`src/rtl/patgen_pkg.sv`:
```
// Shared types and constants for the serial pattern generator.
package patgen_pkg;

  typedef enum logic [1:0] {
    IDLE  = 2'd0,
    SHIFT = 2'd1,
    GAP   = 2'd2,
    DONE  = 2'd3
  } state_e;

  localparam logic [3:0] PATGEN_DEFAULT_PAT = 4'b1101;

endpackage

```
`src/rtl/seq_pattern_gen_if.sv`:
```
// Start/pattern request and serial output bundle for seq_pattern_gen.
interface seq_pattern_gen_if #(
  parameter int PAT_W = 4,
  parameter int CNT_W = 4
);
  logic [PAT_W-1:0] pat_in;
  logic [CNT_W-1:0] rep_in;
  logic [CNT_W-1:0] gap_in;
  logic             start_valid;
  logic             start_ready;
  logic             abort;
  logic             x_out;
  logic             bit_valid;
  logic             frame_start;
  logic             done;
  logic             busy;

  modport master (
    output pat_in, rep_in, gap_in, start_valid, abort,
    input  start_ready, x_out, bit_valid, frame_start, done, busy
  );

  modport slave (
    input  pat_in, rep_in, gap_in, start_valid, abort,
    output start_ready, x_out, bit_valid, frame_start, done, busy
  );
endinterface

```
`src/rtl/patgen_shifter.sv`:
```
// Pattern latch, MSB-first shift register and in-frame bit counter.
// PATGEN_PARITY_EN appends an even-parity bit after the LSB of every frame.
module patgen_shifter #(
  parameter int PAT_W = 4
) (
  input  logic             clk,
  input  logic             rst_n,
  input  logic             load_i,
  input  logic [PAT_W-1:0] pat_i,
  input  logic             restart_i,
  input  logic             shift_i,
  output logic             bit_o,
  output logic             first_o,
  output logic             last_o
);
`ifdef PATGEN_PARITY_EN
  localparam int FRAME_LEN = PAT_W + 1;
`else
  localparam int FRAME_LEN = PAT_W;
`endif
  localparam int CW = $clog2(FRAME_LEN);

  logic [PAT_W-1:0] pat_q, pat_d;
  logic [PAT_W-1:0] sh_q, sh_d;
  logic [CW-1:0]    cnt_q, cnt_d;

  // pat_q keeps the original pattern so later repetitions can reload sh_q
  always_comb begin
    pat_d = pat_q;
    sh_d  = sh_q;
    cnt_d = cnt_q;
    if (load_i) begin
      pat_d = pat_i;
      sh_d  = pat_i;
      cnt_d = '0;
    end else if (restart_i) begin
      sh_d  = pat_q;
      cnt_d = '0;
    end else if (shift_i) begin
      sh_d  = {sh_q[PAT_W-2:0], 1'b0};
      cnt_d = cnt_q + 1'b1;
    end
  end

  always_ff @(posedge clk or negedge rst_n) begin
    if (!rst_n) begin
      pat_q <= '0;
      sh_q  <= '0;
      cnt_q <= '0;
    end else begin
      pat_q <= pat_d;
      sh_q  <= sh_d;
      cnt_q <= cnt_d;
    end
  end

`ifdef PATGEN_PARITY_EN
  assign bit_o = (cnt_q == CW'(PAT_W)) ? ^pat_q : sh_q[PAT_W-1];
`else
  assign bit_o = sh_q[PAT_W-1];
`endif
  assign first_o = (cnt_q == '0);
  assign last_o  = (cnt_q == CW'(FRAME_LEN - 1));

endmodule

```
`src/rtl/seq_pattern_gen.sv`:
```
// Repeating serial pattern generator: Moore FSM plus repeat/gap counters.
// Optional PATGEN_PARITY_EN (handled in patgen_shifter) adds a parity bit per frame.
module seq_pattern_gen
  import patgen_pkg::*;
#(
  parameter int PAT_W = 4,
  parameter int CNT_W = 4
) (
  input logic              clk,
  input logic              rst_n,
  seq_pattern_gen_if.slave bus_if
);

  state_e           state_q, state_d;
  logic [CNT_W-1:0] rep_q, rep_d;
  logic [CNT_W-1:0] gap_q, gap_d;
  logic [CNT_W-1:0] gcnt_q, gcnt_d;

  logic accept;
  logic sh_restart, sh_shift;
  logic sh_bit, sh_first, sh_last;

  assign accept = bus_if.start_valid && (state_q == IDLE) && !bus_if.abort;

  patgen_shifter #(
    .PAT_W(PAT_W)
  ) u_shifter (
    .clk      (clk),
    .rst_n    (rst_n),
    .load_i   (accept),
    .pat_i    (bus_if.pat_in),
    .restart_i(sh_restart),
    .shift_i  (sh_shift),
    .bit_o    (sh_bit),
    .first_o  (sh_first),
    .last_o   (sh_last)
  );

  always_ff @(posedge clk or negedge rst_n) begin
    if (!rst_n) begin
      state_q <= IDLE;
      rep_q   <= '0;
      gap_q   <= '0;
      gcnt_q  <= '0;
    end else begin
      state_q <= state_d;
      rep_q   <= rep_d;
      gap_q   <= gap_d;
      gcnt_q  <= gcnt_d;
    end
  end

  // rep_q counts frames still to send including the current one; the shifter
  // is reloaded on the last bit so a zero gap needs no bubble
  always_comb begin
    state_d    = state_q;
    rep_d      = rep_q;
    gap_d      = gap_q;
    gcnt_d     = gcnt_q;
    sh_restart = 1'b0;
    sh_shift   = 1'b0;
    unique case (state_q)
      IDLE: begin
        if (accept) begin
          state_d = SHIFT;
          rep_d   = (bus_if.rep_in == '0) ? CNT_W'(1) : bus_if.rep_in;
          gap_d   = bus_if.gap_in;
        end
      end
      SHIFT: begin
        if (bus_if.abort) begin
          state_d = IDLE;
        end else if (sh_last) begin
          if (rep_q == CNT_W'(1)) begin
            state_d = DONE;
          end else begin
            rep_d      = rep_q - 1'b1;
            sh_restart = 1'b1;
            if (gap_q != '0) begin
              state_d = GAP;
              gcnt_d  = gap_q;
            end
          end
        end else begin
          sh_shift = 1'b1;
        end
      end
      GAP: begin
        if (bus_if.abort) begin
          state_d = IDLE;
        end else if (gcnt_q == CNT_W'(1)) begin
          state_d = SHIFT;
        end else begin
          gcnt_d = gcnt_q - 1'b1;
        end
      end
      DONE: state_d = IDLE;
      default: state_d = IDLE;
    endcase
  end

  always_comb begin
    bus_if.x_out       = (state_q == SHIFT) && sh_bit;
    bus_if.bit_valid   = (state_q == SHIFT);
    bus_if.frame_start = (state_q == SHIFT) && sh_first;
    bus_if.done        = (state_q == DONE);
    bus_if.busy        = (state_q != IDLE);
    bus_if.start_ready = (state_q == IDLE);
  end

endmodule
```
`src/flat_wrapper.sv`:
```
// flat-port wrapper written by rule: the top's interface ports become plain ports
module seq_pattern_gen_flat import patgen_pkg::*;
#(
  parameter int PAT_W = 4,
  parameter int CNT_W = 4
)
  (clk, rst_n, bus_if_pat_in, bus_if_rep_in, bus_if_gap_in, bus_if_start_valid, bus_if_abort, bus_if_start_ready, bus_if_x_out, bus_if_bit_valid, bus_if_frame_start, bus_if_done, bus_if_busy);
  seq_pattern_gen_if #(.PAT_W(PAT_W), .CNT_W(CNT_W)) bus_if_i ();
  input logic clk;
  input logic rst_n;
  input wire logic [$bits(bus_if_i.pat_in)-1:0] bus_if_pat_in;
  input wire logic [$bits(bus_if_i.rep_in)-1:0] bus_if_rep_in;
  input wire logic [$bits(bus_if_i.gap_in)-1:0] bus_if_gap_in;
  input wire logic [$bits(bus_if_i.start_valid)-1:0] bus_if_start_valid;
  input wire logic [$bits(bus_if_i.abort)-1:0] bus_if_abort;
  output wire logic [$bits(bus_if_i.start_ready)-1:0] bus_if_start_ready;
  output wire logic [$bits(bus_if_i.x_out)-1:0] bus_if_x_out;
  output wire logic [$bits(bus_if_i.bit_valid)-1:0] bus_if_bit_valid;
  output wire logic [$bits(bus_if_i.frame_start)-1:0] bus_if_frame_start;
  output wire logic [$bits(bus_if_i.done)-1:0] bus_if_done;
  output wire logic [$bits(bus_if_i.busy)-1:0] bus_if_busy;
  assign bus_if_i.pat_in = bus_if_pat_in;
  assign bus_if_i.rep_in = bus_if_rep_in;
  assign bus_if_i.gap_in = bus_if_gap_in;
  assign bus_if_i.start_valid = bus_if_start_valid;
  assign bus_if_i.abort = bus_if_abort;
  assign bus_if_start_ready = bus_if_i.start_ready;
  assign bus_if_x_out = bus_if_i.x_out;
  assign bus_if_bit_valid = bus_if_i.bit_valid;
  assign bus_if_frame_start = bus_if_i.frame_start;
  assign bus_if_done = bus_if_i.done;
  assign bus_if_busy = bus_if_i.busy;
  seq_pattern_gen #(.PAT_W(PAT_W), .CNT_W(CNT_W)) u_core (.clk(clk), .rst_n(rst_n), .bus_if(bus_if_i));
endmodule
```
`config.mk`:
```
export PLATFORM = sky130hd
export DESIGN_NAME = seq_pattern_gen_flat
export DESIGN_NICKNAME = d
export VERILOG_FILES = /design/src/rtl/patgen_pkg.sv /design/src/rtl/seq_pattern_gen_if.sv /design/src/rtl/patgen_shifter.sv /design/src/rtl/seq_pattern_gen.sv /design/src/flat_wrapper.sv
export SDC_FILE = /design/constraint.sdc
export NUM_CORES = 1
export LEC_CHECK = 0
export ABC_AREA = 1
export CORE_ASPECT_RATIO = 1.5
export CORE_MARGIN = 4
export CORE_UTILIZATION = 54
export DETAILED_ROUTE_END_ITERATION = 16
export GPL_ROUTABILITY_DRIVEN = 0
export PLACE_DENSITY = 0.85
export SETUP_SLACK_MARGIN = 0.5
export SLEW_MARGIN = 10
export SYNTH_ARGS = -nofsm -noshare
export SYNTH_HDL_FRONTEND = slang
export SYNTH_HIERARCHICAL = 1
export SYNTH_SLANG_ARGS = --single-unit
```
`constraint.sdc`:
```
create_clock -name clk -period 2.15 [get_ports clk]
set_clock_uncertainty 0.05 [all_clocks]
set_input_delay 0.3225 -clock clk [delete_from_list [all_inputs] [get_ports clk]]
set_output_delay 0.3225 -clock clk [all_outputs]
set_load 0.005 [all_outputs]
```
==> flow_summary.toml, run 1 <==
[floorplanning]
num_rows = 23
die_width_um = 51.16
design.die.area_mm2 = 0.003721
initial_utilization_pct = 56.38
io_pins = 22
die_h_um = 72.74
core_box_area_mm2 = 0.002676

[timing]
layout_worst_path_cycle_share_pct = 76.36
slew-limit-headroom_pct = 79.14
period_minus_slack_ps = 1642
worstMarginPinSlew_ps = 312.9
max_clock_freq_mhz = 609.1
finalMaxSlewViolations = 0
finalHoldViolCount = 0
timing.setup.tns_ps = 0
report.final.setup_viol = 0
grt_setup_unrepaired = "yes"
setup_slack_ps = 508.4

[logic_synthesis]
synth-seq-cells = 24
ys_types = 19
synthesis.area_mm2 = 0.001509
post_synth_edffs = 0
syn_area_per_cell_um2 = 6.922
postSynthNetCount = 240
ys_dominant_reg_cell = "sky130_fd_sc_hd__dfrtp_1"
synth_sequential_area_ratio_pct = 39.80
most_repeated_cell_in_the_gate_level_netlist_after_synthesis = "sky130_fd_sc_hd__nand2_1"
synth_common_cells = "74 x sky130_fd_sc_hd__nand2_1, 30 x sky130_fd_sc_hd__inv_1, 24 x sky130_fd_sc_hd__dfrtp_1"
ranking_of_synthesized_cells_by_area = "sky130_fd_sc_hd__dfrtp_1 40%, sky130_fd_sc_hd__nand2_1 18%, sky130_fd_sc_hd__inv_1 7.5%, sky130_fd_sc_hd__o21ai_0 5.3%, sky130_fd_sc_hd__nor2_1 5.2%"
synth_top_cell_by_area = "sky130_fd_sc_hd__dfrtp_1"
synth_largest_type_area_fraction_pct = 39.80
syn_inst = 218
synth-async-reset-ratio_pct = 100.0
synth_warnings = 6

[clocking]
clkSinkCount = 24
worst_skew_pair.late_latency_ps = 270
cts-root-buf = "sky130_fd_sc_hd__clkbuf_8"
cts_max_path_buffers = 2
cts_tree = "built"
clock_transition_at_the_registers_of_the_reported_paths_ps = 80
cts-buffers-inserted = 3
cts.htree.levels = 1
ctsHoldBuffers = 0

[place]
number_of_buffer_cells_added_on_primary_ports = 21
dpl_worst_slack_ps = 197.9
detailed_place_hpwl_mm = 2.408

[global_routing]
overflow = 0
grt_max_degree = 25
grt_pass1_vias = 1465
globalRouteTotalUtil_pct = 21.05
grt_pass1_wl_mm = 5.906
initial_antenna_violation_count = 0

[worst_setup_path]
path_max_fanout = 4
critPathKind = "flop to output pin"
critical_path_arrival_ps = 1270
worst-endpoint-required_ps = 1780
setup.worst_path.end_class = "output pin"
startpoint_type = "flop"
reg2regPathDepth = 9

[power]
leakagePower_nw = 1.051
power_density_mw_per_mm2 = 1304
ir_worst_vdd_mv = 0.8671

[cells_and_area]
synthToLayoutAreaGrowth_pct = 29.27
design.final.nets = 275
post_route_cells_drive_above_1_share_pct = 18.25
nFillCells = 219
diode_insertion_count_for_antenna_repair = 0

[routing]
route.detailed.vias_per_inst = 4.976
wl_per_cell_um = 11.91
antenna_violating_nets_post_route = 0
drt-initial-drc-count = 50
drt_first_pass_iters = 4
wl_mm = 3.441
drc = 0
routed-via-count = 1438

[min_path]
worstHoldPathType = "primary input to async pin"

[run_status]
result_of_the_run = "finished clean"

[run]
max_cap_viol_count = 0
[kinds of logic after synthesis]
| kind of cell | after synthesis | share of synthesized area [%] |
|---|---|---|
| AND/OR/NAND/NOR | 126 | 37.56 |
| buffers and inverters | 35 | 8.706 |
| AO/OA/AOI/OAI | 27 | 8.955 |
| flip-flops | 24 | 39.80 |
| adder cells (fa/ha/maj) | 6 | 4.975 |
[report_power, final]
group	internal [W]	switching, W	leakage, nW
Sequential	0.000667	0.000158	0.293
Clock	0.000249	0.000144	0.0357
Combinational	0.000545	0.000781	0.722
Total	0.00146	0.00108	1.05
[layout make-up]
cell class	count	area [um^2]	area share (%)
Timing Repair inverter	1	3.754	0.1924
Timing Repair Buffer	29	265.3	13.60
Clock inverter	1	30.03	1.539
Multi-Input combinational cell	159	814.5	41.76
Sequential cell	24	603.1	30.92
Inverter	35	146.4	7.505
Tap cell	37	46.29	2.373
Clock buffer	3	41.29	2.117
[worst max-delay path: stages, from the launching register on]
cell                            delay [ps]
sky130_fd_sc_hd__dfrtp_2               410
sky130_fd_sc_hd__buf_4                 140
sky130_fd_sc_hd__inv_4                  80
sky130_fd_sc_hd__nand2_2               100
sky130_fd_sc_hd__dlygate4sd2_1         270
[per-layer routing]
layer | global-route usage [%] | routed length [um] | vias to the layer above
li1 | - | - | 743
met1 | 22.10 | 1306 | 665
met2 | 40.46 | 1992 | 25
met3 | 2.249 | 89 | 5
met4 | 9.880 | 52 | 0
met5 | 0 | 0 | -
[registers in the layout, indices dropped and copies added (netlist names)]
register and flops:
u_core/state_q 2, u_core/gcnt_q 4, u_core/u_shifter/cnt_q 2, u_core/rep_q 4
u_core/u_shifter/pat_q 4, u_core/gap_q 4, u_core/u_shifter/sh_q 4
[placed cells by master, fill, tap and decap left out, types with 7 or more instances in the layout]
cell / netlist / routed
sky130_fd_sc_hd__nand2_1: 74 / 71
sky130_fd_sc_hd__inv_1: 30 / 26
sky130_fd_sc_hd__dfrtp_1: 24 / 22
sky130_fd_sc_hd__nor2_1: 21 / 20
sky130_fd_sc_hd__o21ai_0: 16 / 16
sky130_fd_sc_hd__nand3_1: 15 / 15
sky130_fd_sc_hd__clkdlybuf4s50_1: 0 / 14
sky130_fd_sc_hd__a21oi_1: 9 / 8
sky130_fd_sc_hd__buf_4: 0 / 8
sky130_fd_sc_hd__nand2_2: 4 / 7
[stage by stage]
stage	std cells	hold slack, ps	total power, W	util [%]	area, um^2
detailed placement	278	418.6	0.002008	66.53	1780
finish	289	351.4	0.002543	72.88	1951
global placement	278	416.9	0.001981	66.53	1780
floorplan	218	-23.09	0.001644	-	1509
CTS	286	357.6	0.002450	70.64	1891
global route	289	371.4	0.002805	72.88	1951
[timing repair]
action                                  4_1_cts  5_1_grt
cloned                                        0        1
endpoints found under the setup margin       11       10
resized for setup                            13       21
setup buffers                                 4        2
pin swaps                                     1        2
[final timing paths]
| kind | start | to | slack (ps) |
|---|---|---|---|
| hold reg to reg | u_core/u_shifter/pat_q[2] | u_core/u_shifter/pat_q[2] | 440 |
| hold / removal | rst_n | u_core/u_shifter/pat_q[0] | 350 |
| min in group clk | u_core/u_shifter/pat_q[2] | u_core/u_shifter/pat_q[2] | 440 |
| setup / recovery | u_core/state_q[1] | bus_if_busy | 510 |
| setup reg to reg | u_core/state_q[1] | u_core/u_shifter/sh_q[2] | 560 |
| max in group asynchronous | rst_n | u_core/state_q[1] | 1440 |
Power figures use the tool's default switching activity.
==> run 2: changes to the inputs <==
==> constraint.sdc (replaced) <==
create_clock -name clk -period 1.6 [get_ports clk]
set_clock_uncertainty 0.05 [all_clocks]
set_input_delay 0.24 -clock clk [delete_from_list [all_inputs] [get_ports clk]]
set_output_delay 0.24 -clock clk [all_outputs]
set_load 0.005 [all_outputs]
==> run 2 against run 1 <==
Critical path depth is 6 higher. Sequential power increased by 39%. Total power is 63% higher. Sequential share of layout area fell by 4.0 points. Critical path type is now flop to flop. Largest power group unchanged.
==> flow_summary.toml, run 2 (synthesized netlist as in run 1, its figures left out) <==
[run_status]
result_of_the_run = "finished clean"

[cells_and_area]
nFillCells = 175
layout.cells.most_common = "sky130_fd_sc_hd__nand2_1"
diode_insertion_count_for_antenna_repair = 0
synthToLayoutAreaGrowth_pct = 48.67
design.final.nets = 292
post_route_cells_drive_above_1_share_pct = 33.83
final_core_util_pct = 83.82
leading_cell_types_in_the_layout_fill_and_taps_excluded = "66 x sky130_fd_sc_hd__nand2_1, 21 x sky130_fd_sc_hd__inv_1, 21 x sky130_fd_sc_hd__dfrtp_1"

[worst_setup_path]
setup.worst_path.end_class = "flop"
worstPathCellList = "clkinv_4, nand2_4, inv_4, buf_6, nand2_8, inv_8, nor2_4, nand2_2, nor2_1, a21oi_1"
max_stage_delay_ps = 410
path_max_fanout = 8
critical-path-slowest-cell = "sky130_fd_sc_hd__dfrtp_2"
critPathKind = "flop to flop"
worst-endpoint-required_ps = 1700
startpoint_type = "flop"
critical_path_arrival_ps = 1600

[routing]
route.detailed.vias_per_inst = 5.327
wl_mm = 4.570
routed-via-count = 1630
drc = 0
drt_first_pass_iters = 4
wl_per_cell_um = 14.93
drt-initial-drc-count = 51
antenna_violating_nets_post_route = 0

[floorplanning]
die_h_um = 72.74
io_pins = 22
initial_utilization_pct = 56.38
design.die.area_mm2 = 0.003721
num_rows = 23
core_box_area_mm2 = 0.002676
die_width_um = 51.16

[global_routing]
globalRouteTotalUtil_pct = 26.83
grt_pass1_wl_mm = 7.541
grt_pass1_vias = 1736
initial_antenna_violation_count = 0
overflow = 0
grt_max_degree = 25

[power]
ir_worst_vdd_mv = 1.382
leakagePower_nw = 1.139
power_density_mw_per_mm2 = 1851

[timing]
grt_setup_unrepaired = "yes"
layout_worst_path_cycle_share_pct = 93.81
worstMarginPinSlew_ps = 307.4
report.final.setup_viol = 0
period_minus_slack_ps = 1501
setup_slack_ps = 99.00
finalHoldViolCount = 0
slew-limit-headroom_pct = 79.51
finalMaxSlewViolations = 0
max_clock_freq_mhz = 666.2

[clocking]
cts-buffers-inserted = 3
cts.htree.levels = 1
cts_max_path_buffers = 2
clkSinkCount = 24
worst_skew_pair.late_latency_ps = 270
cts-root-buf = "sky130_fd_sc_hd__clkbuf_8"
cts_tree = "built"
clock_transition_at_the_registers_of_the_reported_paths_ps = 90

[min_path]
worstHoldPathType = "primary input to async pin"

[place]
number_of_buffer_cells_added_on_primary_ports = 21
detailed_place_hpwl_mm = 2.578
dpl_worst_slack_ps = -73.05

[run]
max_cap_viol_count = 0
-- run 2: changes by cell type in the layout (fill, tap and decap cells not counted), sizes merged --
| cell | change |
|---|---|
| dlygate4sd2 | -2 |
| clkbuf | -2 |
| clkinv | +3 |
| inv | -3 |
| dlymetal6s2s | -3 |
| buf | +23 |
| clkdlybuf4s50 | +1 |
-- run 2: power by group --
part | internal [W] | total, W | switching (W)
registers | 0.000898 | 0.00115 | 0.000255
clock network | 0.000334 | 0.000531 | 0.000197
logic | 0.00108 | 0.00247 | 0.00139
-- run 2: critical path, delay by kind of cell (launching register included) --
kind            cells  cell delay, ps
compound gates      1              50
simple gates        5             560
flops               1             410
buf+inv             4             320
-- run 2: what timing repair did --
item / CTS / global route
buffers inserted: 10 / 5
gates cloned: 1 / 0
resized for setup: 71 / 11
setup endpoints to repair: 30 / 30
hold buffers: 0 / 0
pin swaps: 12 / 7
-- run 2: per-layer routing --
metal	track usage (%)	wire, um	up-vias
li1	-	-	784
met1	26.52	1581	787
met2	53.80	2729	49
met3	2.454	157	10
met4	12.28	102	0
met5	0	0	-
-- run 2: metrics by stage --
| step | hold slack (ps) | cell area (um^2) | total power [W] | setup TNS [ps] | std cells |
|---|---|---|---|---|---|
| CTS | 284.2 | 2171 | 0.003796 | 0 | 301 |
| floorplan | -105.6 | 1548 | 0.002288 | 0 | 218 |
| global route | 314.5 | 2243 | 0.004462 | 0 | 306 |
| global placement | 406.0 | 1879 | 0.002784 | -303.5 | 286 |
| finish | 275.1 | 2243 | 0.004153 | 0 | 306 |
| detailed placement | 408.4 | 1879 | 0.002843 | -452.7 | 286 |
-- run 2: worst paths after layout --
check / start / end / slack [ps] / cells past startpoint
min in group clk: u_core/u_shifter/pat_q[3] / u_core/u_shifter/pat_q[3] / 430 / 2
min reg2reg: u_core/u_shifter/pat_q[3] / u_core/u_shifter/pat_q[3] / 430 / 2
min: rst_n / u_core/gcnt_q[0] / 280 / 2
max: u_core/state_q[1] / u_core/u_shifter/sh_q[3] / 100 / 10
max in group asynchronous: rst_n / u_core/rep_q[0] / 960 / 2
max reg2reg: u_core/state_q[1] / u_core/u_shifter/sh_q[3] / 100 / 10
-- run 2: area by class of cell --
| cell class | instances | area, um^2 | share of cell area (%) |
|---|---|---|---|
| timing repair inverter | 1 | 5.005 | 0.2231 |
| multi-input combinational | 159 | 945.9 | 42.16 |
| clock inverter | 1 | 30.03 | 1.339 |
| tap | 37 | 46.29 | 2.064 |
| clock buffer | 3 | 41.29 | 1.840 |
| sequential | 24 | 604.3 | 26.94 |
| inverter | 35 | 160.2 | 7.139 |
| timing repair buffer | 46 | 410.4 | 18.29 |
==> run 3: changes to the inputs <==
--- a/config.mk
+++ b/config.mk
@@ -6,12 +6,13 @@
 export NUM_CORES = 1
 export LEC_CHECK = 0
 export ABC_AREA = 1
-export CORE_ASPECT_RATIO = 1.5
+export CORE_ASPECT_RATIO = 0.75
 export CORE_MARGIN = 4
 export CORE_UTILIZATION = 54
+export CTS_CLUSTER_SIZE = 16
 export DETAILED_ROUTE_END_ITERATION = 16
 export GPL_ROUTABILITY_DRIVEN = 0
-export PLACE_DENSITY = 0.85
+export PLACE_DENSITY = 0.88
 export SETUP_SLACK_MARGIN = 0.5
 export SLEW_MARGIN = 10
 export SYNTH_ARGS = -nofsm -noshare
==> run 3 against run 2 <==
Worst hold slack worse by 8.2 ps. Clock power rose by 2%. Die area is 0.23% lower. Setup slack got worse by 270 ps. Sequential share of layout area fell by 2.0 points. Register-to-register slack got worse by 270 ps. Largest cell class unchanged. Flip-flop and latch count stayed put. The run now ends with setup timing left. Global-route usage shrank 3.4 points. Count of clock-buffer cells in the layout did not move.
==> flow_summary.toml, run 3 (synthesized netlist as in run 1, its figures left out) <==
[floorplanning]
initial_utilization_pct = 57.10
num_rows = 16
die_width_um = 69.04
io_pins = 22
design.die.area_mm2 = 0.003713
core_box_area_mm2 = 0.002643
die_h_um = 53.78

[worst_setup_path]
crit_buf_inv = 3
critPathCapture = "u_core/u_shifter/sh_q[3]"
worstPathCellList = "inv_4, nand2_4, buf_6, nor2_4, nand3_4, inv_6, nand2_1, nand2_1, nand2_1, a21oi_1"
worst-endpoint-required_ps = 1720
critical_path_arrival_ps = 1890
reg2reg_from = "u_core/state_q[1]"
critical_path_origin = "u_core/state_q[1]"
path_max_fanout = 6
setup.worst_path.end_class = "flop"
critical-path-slowest-cell = "sky130_fd_sc_hd__dfrtp_2"
critical_r2r_capture = "u_core/u_shifter/sh_q[3]"
critical_path_depth = 10
timing.critical_path.max_delay_family = "simple AND/OR/NAND/NOR gates"
cp_common_cell = "sky130_fd_sc_hd__nand2_1"
max_stage_delay_ps = 440
reg2regPathDepth = 10
startpoint_type = "flop"
setup_slack_of_the_worst_register_to_register_path_ps = -170
critPathKind = "flop to flop"

[global_routing]
overflow = 0
grt_max_degree = 25
grt_most_used_layer = "met2"
use_met2_pct = 41.93
initial_antenna_violation_count = 0
grt_pass1_vias = 1527
globalRouteTotalUtil_pct = 23.41
gr-usage-met1_pct = 29.60
groute.layer.met3.usage_pct = 4.851
grt_pass1_wl_mm = 6.900

[timing]
finalHoldViolCount = 0
hold-worst-slack_ps = 266.8
slew-limit-headroom_pct = 79.05
grt_setup_unrepaired = "yes"
report.final.setup_viol = 14
period_minus_slack_ps = 1768
layout_worst_path_cycle_share_pct = 110.5
setup_slack_ps = -167.6
finalMaxSlewViolations = 0
max_clock_freq_mhz = 565.7
worstMarginPinSlew_ps = 314.2

[routing]
wl_mm = 5.609
drt-initial-drc-count = 227
drt_first_pass_iters = 5
route.detailed.vias_per_inst = 5.653
antenna_violating_nets_post_route = 0
routed-via-count = 1775
wl_per_cell_um = 17.86
drc = 0

[place]
number_of_buffer_cells_added_on_primary_ports = 21
detailed_place_hpwl_mm = 2.581
dpl_worst_slack_ps = -72.28

[clocking]
cts-buffers-inserted = 3
cts_tree = "built"
clock_transition_at_the_registers_of_the_reported_paths_ps = 90
cts.htree.levels = 1
worst_skew_pair.late_latency_ps = 280
cts-root-buf = "sky130_fd_sc_hd__clkbuf_8"
ctsHoldBuffers = 0
cts_max_path_buffers = 2
clkSinkCount = 24

[run]
max_cap_viol_count = 0

[cells_and_area]
design.final.nets = 301
leading_cell_types_in_the_layout_fill_and_taps_excluded = "66 x sky130_fd_sc_hd__nand2_1, 22 x sky130_fd_sc_hd__inv_1, 22 x sky130_fd_sc_hd__dfrtp_1"
synthToLayoutAreaGrowth_pct = 60.03
post_route_cells_drive_above_1_share_pct = 37.05
layout.cells.most_common = "sky130_fd_sc_hd__nand2_1"
nFillCells = 110
diode_insertion_count_for_antenna_repair = 0

[power]
ir_worst_vdd_mv = 1.390
leakagePower_nw = 1.209
power_density_mw_per_mm2 = 1906

[min_path]
worstHoldPathType = "primary input to async pin"

[run_status]
failing_checks = "setup timing"
result_of_the_run = "complete, but fails checks"
[run 3: cell count changes in the layout (fill, tap and decap cells not counted), moves of 3 or more]
cell and change:
sky130_fd_sc_hd__a21oi_1 -4, sky130_fd_sc_hd__a21oi_2 +3, sky130_fd_sc_hd__buf_4 +3, sky130_fd_sc_hd__inv_4 +3, sky130_fd_sc_hd__o21ai_2 +3
[run 3: worst reg2reg max path, stage by stage (launching register included)]
cell	delay [ps]
sky130_fd_sc_hd__dfrtp_2	440
sky130_fd_sc_hd__inv_4	80
sky130_fd_sc_hd__nand2_4	60
sky130_fd_sc_hd__buf_6	140
sky130_fd_sc_hd__nor2_4	170
sky130_fd_sc_hd__nand3_4	140
sky130_fd_sc_hd__inv_6	120
sky130_fd_sc_hd__nand2_1	60
sky130_fd_sc_hd__nand2_1	90
sky130_fd_sc_hd__nand2_1	90
sky130_fd_sc_hd__a21oi_1	230
[run 3: per-stage QoR]
step	TNS, ps	util (%)	power [W]	cells	area (um^2)
2_1_floorplan	0	-	0.002288	218	1548
3_3_place_gp	-110.0	71.83	0.002834	286	1898
3_5_place_dp	-372.0	71.83	0.002906	286	1898
4_1_cts	0	81.16	0.003818	302	2145
5_1_grt	-1405	91.38	0.004873	314	2415
6_report	-574.8	91.38	0.004603	314	2415
[run 3: final cells by class]
| class | count | area [um^2] | share of cell area [%] |
|---|---|---|---|
| Clock buffer | 3 | 41.29 | 1.710 |
| Sequential cell | 24 | 603.1 | 24.97 |
| Clock inverter | 1 | 30.03 | 1.244 |
| Tap cell | 36 | 45.04 | 1.865 |
| Multi-Input combinational cell | 159 | 984.7 | 40.78 |
| Timing Repair Buffer | 55 | 535.5 | 22.18 |
| Timing Repair inverter | 1 | 6.256 | 0.2591 |
| Inverter | 35 | 168.9 | 6.995 |
[run 3: worst min path at each step]
stage | startpoint | to | slack (ps) | depth (start not counted)
detailed placement | u_core/u_shifter/pat_q[1] | u_core/u_shifter/pat_q[1] | 410 | 2
global placement | u_core/u_shifter/pat_q[1] | u_core/u_shifter/pat_q[1] | 410 | 2
CTS | rst_n | u_core/rep_q[2] | 280 | 2
global route | rst_n | u_core/rep_q[2] | 280 | 2
floorplan | rst_n | u_core/gap_q[0] | -110 | 0
finish | rst_n | u_core/rep_q[2] | 270 | 2
[run 3: layer usage]
layer | routed length, um | vias to the layer above
met3 | 478 | 29
met4 | 218 | 0
met5 | 0 | -
li1 | - | 800
met2 | 2791 | 124
met1 | 2120 | 822
[run 3: power by group]
group / internal (W) / total, W / switching, W
sequential: 0.000896 / 0.00117 / 0.000279
combinational: 0.00128 / 0.00289 / 0.00161
clock: 0.000335 / 0.000542 / 0.000207
total: 0.00251 / 0.00460 / 0.00210
[run 3: repair_timing]
item	in CTS	in global routing
buffers inserted	11	11
cloned	1	1
resized for setup	55	40
pin swaps	7	13
endpoints found under the hold margin	0	0
setup endpoints to repair	30	30
